==> config.mk <==
export PLATFORM = sky130hd
export DESIGN_NAME = dcache_responder
export DESIGN_NICKNAME = d
export VERILOG_FILES = /design/src/rtl/dcache_pkg.sv /design/src/rtl/dcache_array.sv /design/src/rtl/dcache_responder.sv
export SDC_FILE = /design/constraint.sdc
export NUM_CORES = 1
export LEC_CHECK = 0
export CELL_PAD_IN_SITES_DETAIL_PLACEMENT = 1
export CELL_PAD_IN_SITES_GLOBAL_PLACEMENT = 2
export CORE_UTILIZATION = 44
export DETAILED_ROUTE_END_ITERATION = 10
export PLACE_DENSITY_LB_ADDON = 0.1
export SETUP_SLACK_MARGIN = 0.3
export SYNTH_ARGS = -nofsm -noshare
export SYNTH_HDL_FRONTEND = slang
export SYNTH_HIERARCHICAL = 1
export SYNTH_SLANG_ARGS = --single-unit
==> constraint.sdc <==
create_clock -name CLK -period 17.68 [get_ports CLK]
set_input_delay 5.304 -clock CLK [delete_from_list [all_inputs] [get_ports CLK]]
set_output_delay 5.304 -clock CLK [all_outputs]
set_load 0.01 [all_outputs]
==> src/rtl/dcache_pkg.sv <==
// Shared geometry, FSM encoding and address-field helpers for the direct-mapped data cache.
package dcache_pkg;

    localparam int LINES  = 8;
    localparam int WORDS  = 4;
    localparam int ADDR_W = 12;

    localparam int OFF_W = $clog2(WORDS);
    localparam int IDX_W = $clog2(LINES);
    localparam int TAG_W = ADDR_W - OFF_W - IDX_W;

    typedef enum logic [1:0] {
        IDLE    = 2'd0,
        COMPARE = 2'd1,
        REFILL  = 2'd2,
        WRITE   = 2'd3
    } state_t;

    function automatic logic [OFF_W-1:0] addr_off(input logic [ADDR_W-1:0] a);
        return a[OFF_W-1:0];
    endfunction

    function automatic logic [IDX_W-1:0] addr_idx(input logic [ADDR_W-1:0] a);
        return a[OFF_W +: IDX_W];
    endfunction

    function automatic logic [TAG_W-1:0] addr_tag(input logic [ADDR_W-1:0] a);
        return a[ADDR_W-1 -: TAG_W];
    endfunction

endpackage

==> src/rtl/dcache_array.sv <==
// Tag/valid/data storage: one line looked up combinationally, byte-lane data writes,
// valid bits cleared on reset while tags and data are left untouched.
module dcache_array
    import dcache_pkg::*;
(
    input  logic                   CLK,
    input  logic                   RST,
    input  logic [IDX_W-1:0]       idx,
    output logic                   line_valid,
    output logic [TAG_W-1:0]       line_tag,
    output logic [WORDS*32-1:0]    line_data,
    input  logic                   wr_en,
    input  logic [OFF_W-1:0]       wr_off,
    input  logic [3:0]             wr_be,
    input  logic [31:0]            wr_data,
    input  logic                   tag_set,
    input  logic [TAG_W-1:0]       tag_data,
    input  logic                   inv
);

    logic [LINES-1:0] valid_reg;
    logic [TAG_W-1:0] tag_mem [LINES];

    always_ff @(posedge CLK or posedge RST) begin
        if (RST) begin
            valid_reg <= '0;
        end else if (tag_set) begin
            valid_reg[idx] <= 1'b1;
        end else if (inv) begin
            valid_reg[idx] <= 1'b0;
        end
    end

    always_ff @(posedge CLK) begin
        if (tag_set) begin
            tag_mem[idx] <= tag_data;
        end
    end

    assign line_valid = valid_reg[idx];
    assign line_tag   = tag_mem[idx];

    // One byte-wide array per lane so each byte enable gates only its own lane.
    generate
        for (genvar gi = 0; gi < 4; gi++) begin : g_lane
            logic [7:0] byte_mem [LINES*WORDS];

            always_ff @(posedge CLK) begin
                if (wr_en && wr_be[gi]) begin
                    byte_mem[{idx, wr_off}] <= wr_data[8*gi +: 8];
                end
            end

            for (genvar gw = 0; gw < WORDS; gw++) begin : g_word
                assign line_data[32*gw + 8*gi +: 8] = byte_mem[{idx, OFF_W'(gw)}];
            end
        end
    endgenerate

endmodule

==> src/rtl/dcache_responder.sv <==
// Direct-mapped, write-through, no-write-allocate data cache between CPU and data memory.
// Define DCACHE_PERF_CNT_EN to add the HIT_CNT / MISS_CNT outputs.
module dcache_responder
    import dcache_pkg::*;
(
    input  logic              CLK,
    input  logic              RST,
    input  logic              Cache_CSN,
    input  logic              Cache_WEN,
    input  logic [ADDR_W-1:0] Cache_ADDR,
    input  logic [3:0]        Cache_BE,
    input  logic [31:0]       Cache_DI,
    output logic [31:0]       Cache_DOUT,
    output logic              RDY,
    output logic              VALID,
    output logic              D_MEM_CSN,
    output logic              D_MEM_WEN,
    output logic [ADDR_W-1:0] D_MEM_ADDR,
    output logic [3:0]        D_MEM_BE,
    output logic [31:0]       D_MEM_DOUT,
    input  logic [31:0]       D_MEM_DI
`ifdef DCACHE_PERF_CNT_EN
    ,
    output logic [31:0]       HIT_CNT,
    output logic [31:0]       MISS_CNT
`endif
);

    localparam logic [OFF_W:0] CNT_LAST = (OFF_W+1)'(WORDS);

    state_t            state_reg;
    logic [ADDR_W-1:0] addr_reg;
    logic              wen_reg;
    logic [3:0]        be_reg;
    logic [31:0]       wdata_reg;
    logic [31:0]       dout_reg;
    logic [OFF_W:0]    cnt_reg;

    logic [ADDR_W-1:0] addr_sel;
    logic              line_valid;
    logic [TAG_W-1:0]  line_tag;
    logic [WORDS*32-1:0] line_data;
    logic              hit;
    logic [31:0]       sel_word;
    logic [31:0]       fill_word;
    logic              refill_last;
    logic              refill_req;
    logic              arr_we;
    logic [OFF_W-1:0]  arr_off;
    logic [3:0]        arr_be;
    logic [31:0]       arr_wdata;

    // In IDLE the lookup follows the live CPU address so a read hit can load
    // Cache_DOUT at the accepting edge and present it together with VALID.
    assign addr_sel    = (state_reg == IDLE) ? Cache_ADDR : addr_reg;
    assign hit         = line_valid && (line_tag == addr_tag(addr_sel));
    assign sel_word    = line_data[32*addr_off(addr_sel) +: 32];
    assign refill_last = (state_reg == REFILL) && (cnt_reg == CNT_LAST);
    assign refill_req  = (state_reg == REFILL) && (cnt_reg < CNT_LAST);
    assign fill_word   = (addr_off(addr_reg) == OFF_W'(WORDS-1)) ? D_MEM_DI : sel_word;

    always_comb begin
        arr_we    = 1'b0;
        arr_off   = addr_off(addr_reg);
        arr_be    = be_reg;
        arr_wdata = wdata_reg;
        if (state_reg == REFILL) begin
            arr_we    = (cnt_reg != '0);
            arr_off   = OFF_W'(cnt_reg - 1'b1);
            arr_be    = 4'hF;
            arr_wdata = D_MEM_DI;
        end else if ((state_reg == COMPARE) && !wen_reg && hit) begin
            arr_we = 1'b1;
        end
    end

    dcache_array u_array (
        .CLK        (CLK),
        .RST        (RST),
        .idx        (addr_idx(addr_sel)),
        .line_valid (line_valid),
        .line_tag   (line_tag),
        .line_data  (line_data),
        .wr_en      (arr_we),
        .wr_off     (arr_off),
        .wr_be      (arr_be),
        .wr_data    (arr_wdata),
        .tag_set    (refill_last),
        .tag_data   (addr_tag(addr_reg)),
        .inv        ((state_reg == REFILL) && (cnt_reg == '0))
    );

    always_ff @(posedge CLK or posedge RST) begin
        if (RST) begin
            state_reg <= IDLE;
            addr_reg  <= '0;
            wen_reg   <= 1'b1;
            be_reg    <= '0;
            wdata_reg <= '0;
            dout_reg  <= '0;
            cnt_reg   <= '0;
        end else begin
            case (state_reg)
                IDLE: begin
                    if (!Cache_CSN) begin
                        addr_reg  <= Cache_ADDR;
                        wen_reg   <= Cache_WEN;
                        be_reg    <= Cache_BE;
                        wdata_reg <= Cache_DI;
                        if (Cache_WEN && hit) begin
                            dout_reg <= sel_word;
                        end
                        state_reg <= COMPARE;
                    end
                end
                COMPARE: begin
                    if (!wen_reg) begin
                        state_reg <= WRITE;
                    end else if (hit) begin
                        state_reg <= IDLE;
                    end else begin
                        cnt_reg   <= '0;
                        state_reg <= REFILL;
                    end
                end
                REFILL: begin
                    if (refill_last) begin
                        dout_reg  <= fill_word;
                        state_reg <= COMPARE;
                    end else begin
                        cnt_reg <= cnt_reg + 1'b1;
                    end
                end
                WRITE: begin
                    state_reg <= IDLE;
                end
                default: begin
                    state_reg <= IDLE;
                end
            endcase
        end
    end

    // Memory-side outputs are decoded from state so a reset drops them at once.
    assign RDY        = (state_reg == IDLE);
    assign VALID      = ((state_reg == COMPARE) && wen_reg && hit) || (state_reg == WRITE);
    assign Cache_DOUT = dout_reg;
    assign D_MEM_CSN  = !(refill_req || (state_reg == WRITE));
    assign D_MEM_WEN  = !(state_reg == WRITE);
    assign D_MEM_BE   = (state_reg == WRITE) ? be_reg : 4'h0;
    assign D_MEM_DOUT = (state_reg == WRITE) ? wdata_reg : 32'h0;
    assign D_MEM_ADDR = refill_req ? {addr_tag(addr_reg), addr_idx(addr_reg), cnt_reg[OFF_W-1:0]}
                      : (state_reg == WRITE) ? addr_reg : '0;

`ifdef DCACHE_PERF_CNT_EN
    logic        first_reg;
    logic [31:0] hit_cnt_reg;
    logic [31:0] miss_cnt_reg;

    // Only the first COMPARE of a request counts; the post-refill COMPARE is skipped.
    always_ff @(posedge CLK or posedge RST) begin
        if (RST) begin
            first_reg    <= 1'b0;
            hit_cnt_reg  <= '0;
            miss_cnt_reg <= '0;
        end else begin
            if ((state_reg == IDLE) && !Cache_CSN) begin
                first_reg <= 1'b1;
            end else if (state_reg == COMPARE) begin
                first_reg <= 1'b0;
            end
            if ((state_reg == COMPARE) && first_reg) begin
                if (hit) begin
                    hit_cnt_reg <= hit_cnt_reg + 32'd1;
                end else begin
                    miss_cnt_reg <= miss_cnt_reg + 32'd1;
                end
            end
        end
    end

    assign HIT_CNT  = hit_cnt_reg;
    assign MISS_CNT = miss_cnt_reg;
`endif

endmodule

==> impl_metrics.toml <==
[run_status]
status = "finished, final reports clean"

[placement]
dpl_cell_area_mm2 = 0.0510
gp_congestion = 0.770
hpwlAfterDp_mm = 73.8
placed_cells = 3828
place_ws_ns = 2.93
io_buffers = 167

[clocking]
root_buffer = "clkbuf_16"
clk_pin_slew_ns = 0.05
cts_resized = 0
htreeDepth = 4
numCtsBuffers = 132
cts_tree = "built"
cts_setup_buffers = 0
clock_sinks = 1174
hold_buffers = 0
insertion_delay_ns = 0.73
clockBufferDepth = 3

[floorplanning]
core-area_mm2 = 0.107
start_util = 0.445
die_y_um = 332
rows = 120
dieWidth_um = 332
dieArea_mm2 = 0.110
ios = 168

[final_layout]
largestRegisters = "u_array/g_lane.byte_mem x1024, u_array/tag_mem x56"
regMostFlops = "u_array/g_lane.byte_mem"
final_cells = 4073
largest_register_ffs = 1024
layout.nets = 2655
n_antenna_cell = 0
syn_to_final_growth_pct = 16.1
design_area_mm2 = 0.0555
utilization = 0.517
drive_gt1_frac = 0.284
nFillCells = 9433
multi_input_comb_area_mm2 = 0.0121
regArea_mm2 = 0.0348

[synthesis]
synth_nets = 2433
synthMuxAreaShare = 0.205
synth_warnings = 6
synth-seq-area-share = 0.727
yosys.cell_types.count = 50
syn-cell-area_mm2 = 0.0478
synthArstFlopShare = 0.0801
ys_ff_latch = 1174
synth_xor_area_frac = 0.00183
syn_inst = 2347
synth_compound_area_frac = 0.0131
syn_avg_cell_area_um2 = 20.4
yosys.area_share.simple = 0.0290
synth-edff-count = 1080
synth_top_family_by_area = "multiplexers"
synth_fa_ha_area_frac = 0.000523
synthFlopType = "edfxtp_1"

[hold_path]
hold_path.class = "register to register"

[pwr]
pwr_density_cell_mw_per_mm2 = 190
pwr-share-seq = 0.366
p_int_mw = 6.93
p_leak_nw = 18.2
clockPowerShare = 0.263
p_total_mw = 10.5
p_comb_frac = 0.371
peakVddDrop_uv = 146
p_switching_mw = 3.61
netSwitchingFraction = 0.343

[sta]
rsz0062_at_grt = "false"
slew_violations = 0
hold_ws_ns = 0.489
min_period_over_period = 0.833
skew_ns = 0.0216
tightest_slew_ns = 1.38
fin_crit_ns = 14.72
fin_setup_tns_ns = 0
fmax_mhz = 67.9
fin_ws_ns = 2.96
setup_viol = 0
slew_headroom = 0.0707
hold_violations = 0

[detailed_routing]
drcViolationCount = 0
vias_per_cell = 5.82
antenna_left = 0
post_drt_wl_per_cell_um = 30.1
drt_wl_total_mm = 122
drt_iter0_drc = 1846
firstDrtPassIters = 5
dr_total_vias = 23700

[worst_setup_path]
start_kind = "primary input"
cp.required_ns = 12.38
endpoint_kind = "output pin"
reg2reg_from = "state_reg[0]"
crit_start = "Cache_ADDR[4]"
cp_max_fo = 105
critPathArrivalTime_ns = 9.42
crit_type = "primary input to output pin"

[global_routing]
overflow = 0
grt_max_degree = 130
grt_pass1_wl_mm = 178
grt_pass1_vias = 25300
antenna_found_initial = 4
grtUsageTotal = 0.225

[flow_run]
drv_cap = 0
per-layer routing:
metal | GRT usage | vias to the layer above | part of all wire
li1 | - | 10100 | -
met3 | 0.0433 | 123 | 0.049
met5 | 0 | - | 0
met2 | 0.363 | 636 | 0.49
met4 | 0.0527 | 0 | 0.016
met1 | 0.317 | 12800 | 0.45
cells in the mapped netlist (5+ instances only):
cell | count | area share
mux4_1 | 57 | 0.031
or2_2 | 7 | 0.00092
buf_2 | 44 | 0.0046
nor3_1 | 131 | 0.014
mux2i_1 | 91 | 0.019
o21ai_0 | 11 | 0.0012
buf_6 | 26 | 0.0061
a21oi_1 | 39 | 0.0041
nor2_1 | 17 | 0.0013
and2_1 | 12 | 0.0016
clkbuf_1 | 86 | 0.0068
mux2_2 | 225 | 0.053
xor2_1 | 6 | 0.0011
nand2_1 | 19 | 0.0015
inv_1 | 49 | 0.0038
edfxtp_1 | 1080 | 0.68
and3_1 | 38 | 0.0050
nand2b_1 | 5 | 0.00065
mux4_2 | 215 | 0.10
o22ai_1 | 37 | 0.0048
dfrtp_1 | 93 | 0.049
path summary, 6_finish.rpt:
kind	to	slack, ns	cells past startpoint
min in group asynchronous	async pin	5.02	2
worst min-delay path	register	0.49	1
worst max register to register	u_array/g_lane[2].byte_mem[23][1]	10.61	13
max in group asynchronous	state_reg[0]	11.24	3
worst max-delay path	VALID	2.96	10
worst min register to register	register	0.49	1
cell families after synthesis:
family	count (synthesis)
multiplexers	588
AND/OR/NAND/NOR	256
XOR/XNOR	10
buffers and inverters	213
adder cells (fa/ha/maj)	2
flip-flops	1174
AO/OA/AOI/OAI	104
layout by cell type (no fill, tap or decap), types with 12 or more instances in the layout:
master / n
edfxtp_1: 1080
mux2_2: 221
mux4_2: 215
clkdlybuf4s50_1: 167
clkbuf_16: 139
nor3_1: 116
dfrtp_1: 91
mux2i_1: 91
buf_4: 77
mux4_1: 57
inv_1: 48
a21oi_1: 39
o22ai_1: 37
and3_1: 37
clkbuf_1: 24
clkinv_2: 22
clkinv_1: 20
nand2_1: 17
nor2_1: 17
bufinv_16: 16
nor3_2: 15
and2_1: 12
power groups by stage:
stage               clock, mW  combinational [mW]  sequential [mW]
finish                   2.77                3.91             3.86
global placement            0                3.90             3.91
detailed placement          0                3.98             3.92
CTS                      2.83                3.99             3.87
floorplan                   0                2.55             3.85
global route             2.92                4.16             3.89
worst max-delay path, cell delays in order:
cell and delay (ns):
clkdlybuf4s50_1 0.50, mux2_8 0.68, mux4_2 0.42, mux2_2 0.31, xor2_1 0.15, or4_4 0.54, a211o_1 0.32, o31ai_1 0.27
and2_1 0.18, clkdlybuf4s50_1 0.54
final cells by class:
cell class,instances,share of cell area
Sequential cell,1174,0.627
Multi-Input combinational cell,960,0.217
Clock buffer,170,0.0660
Timing Repair Buffer,252,0.0417
Tap cell,1403,0.0316
Clock inverter,65,0.0131
Inverter,49,0.00336
Note: power is estimated with default switching activity, not from simulation.
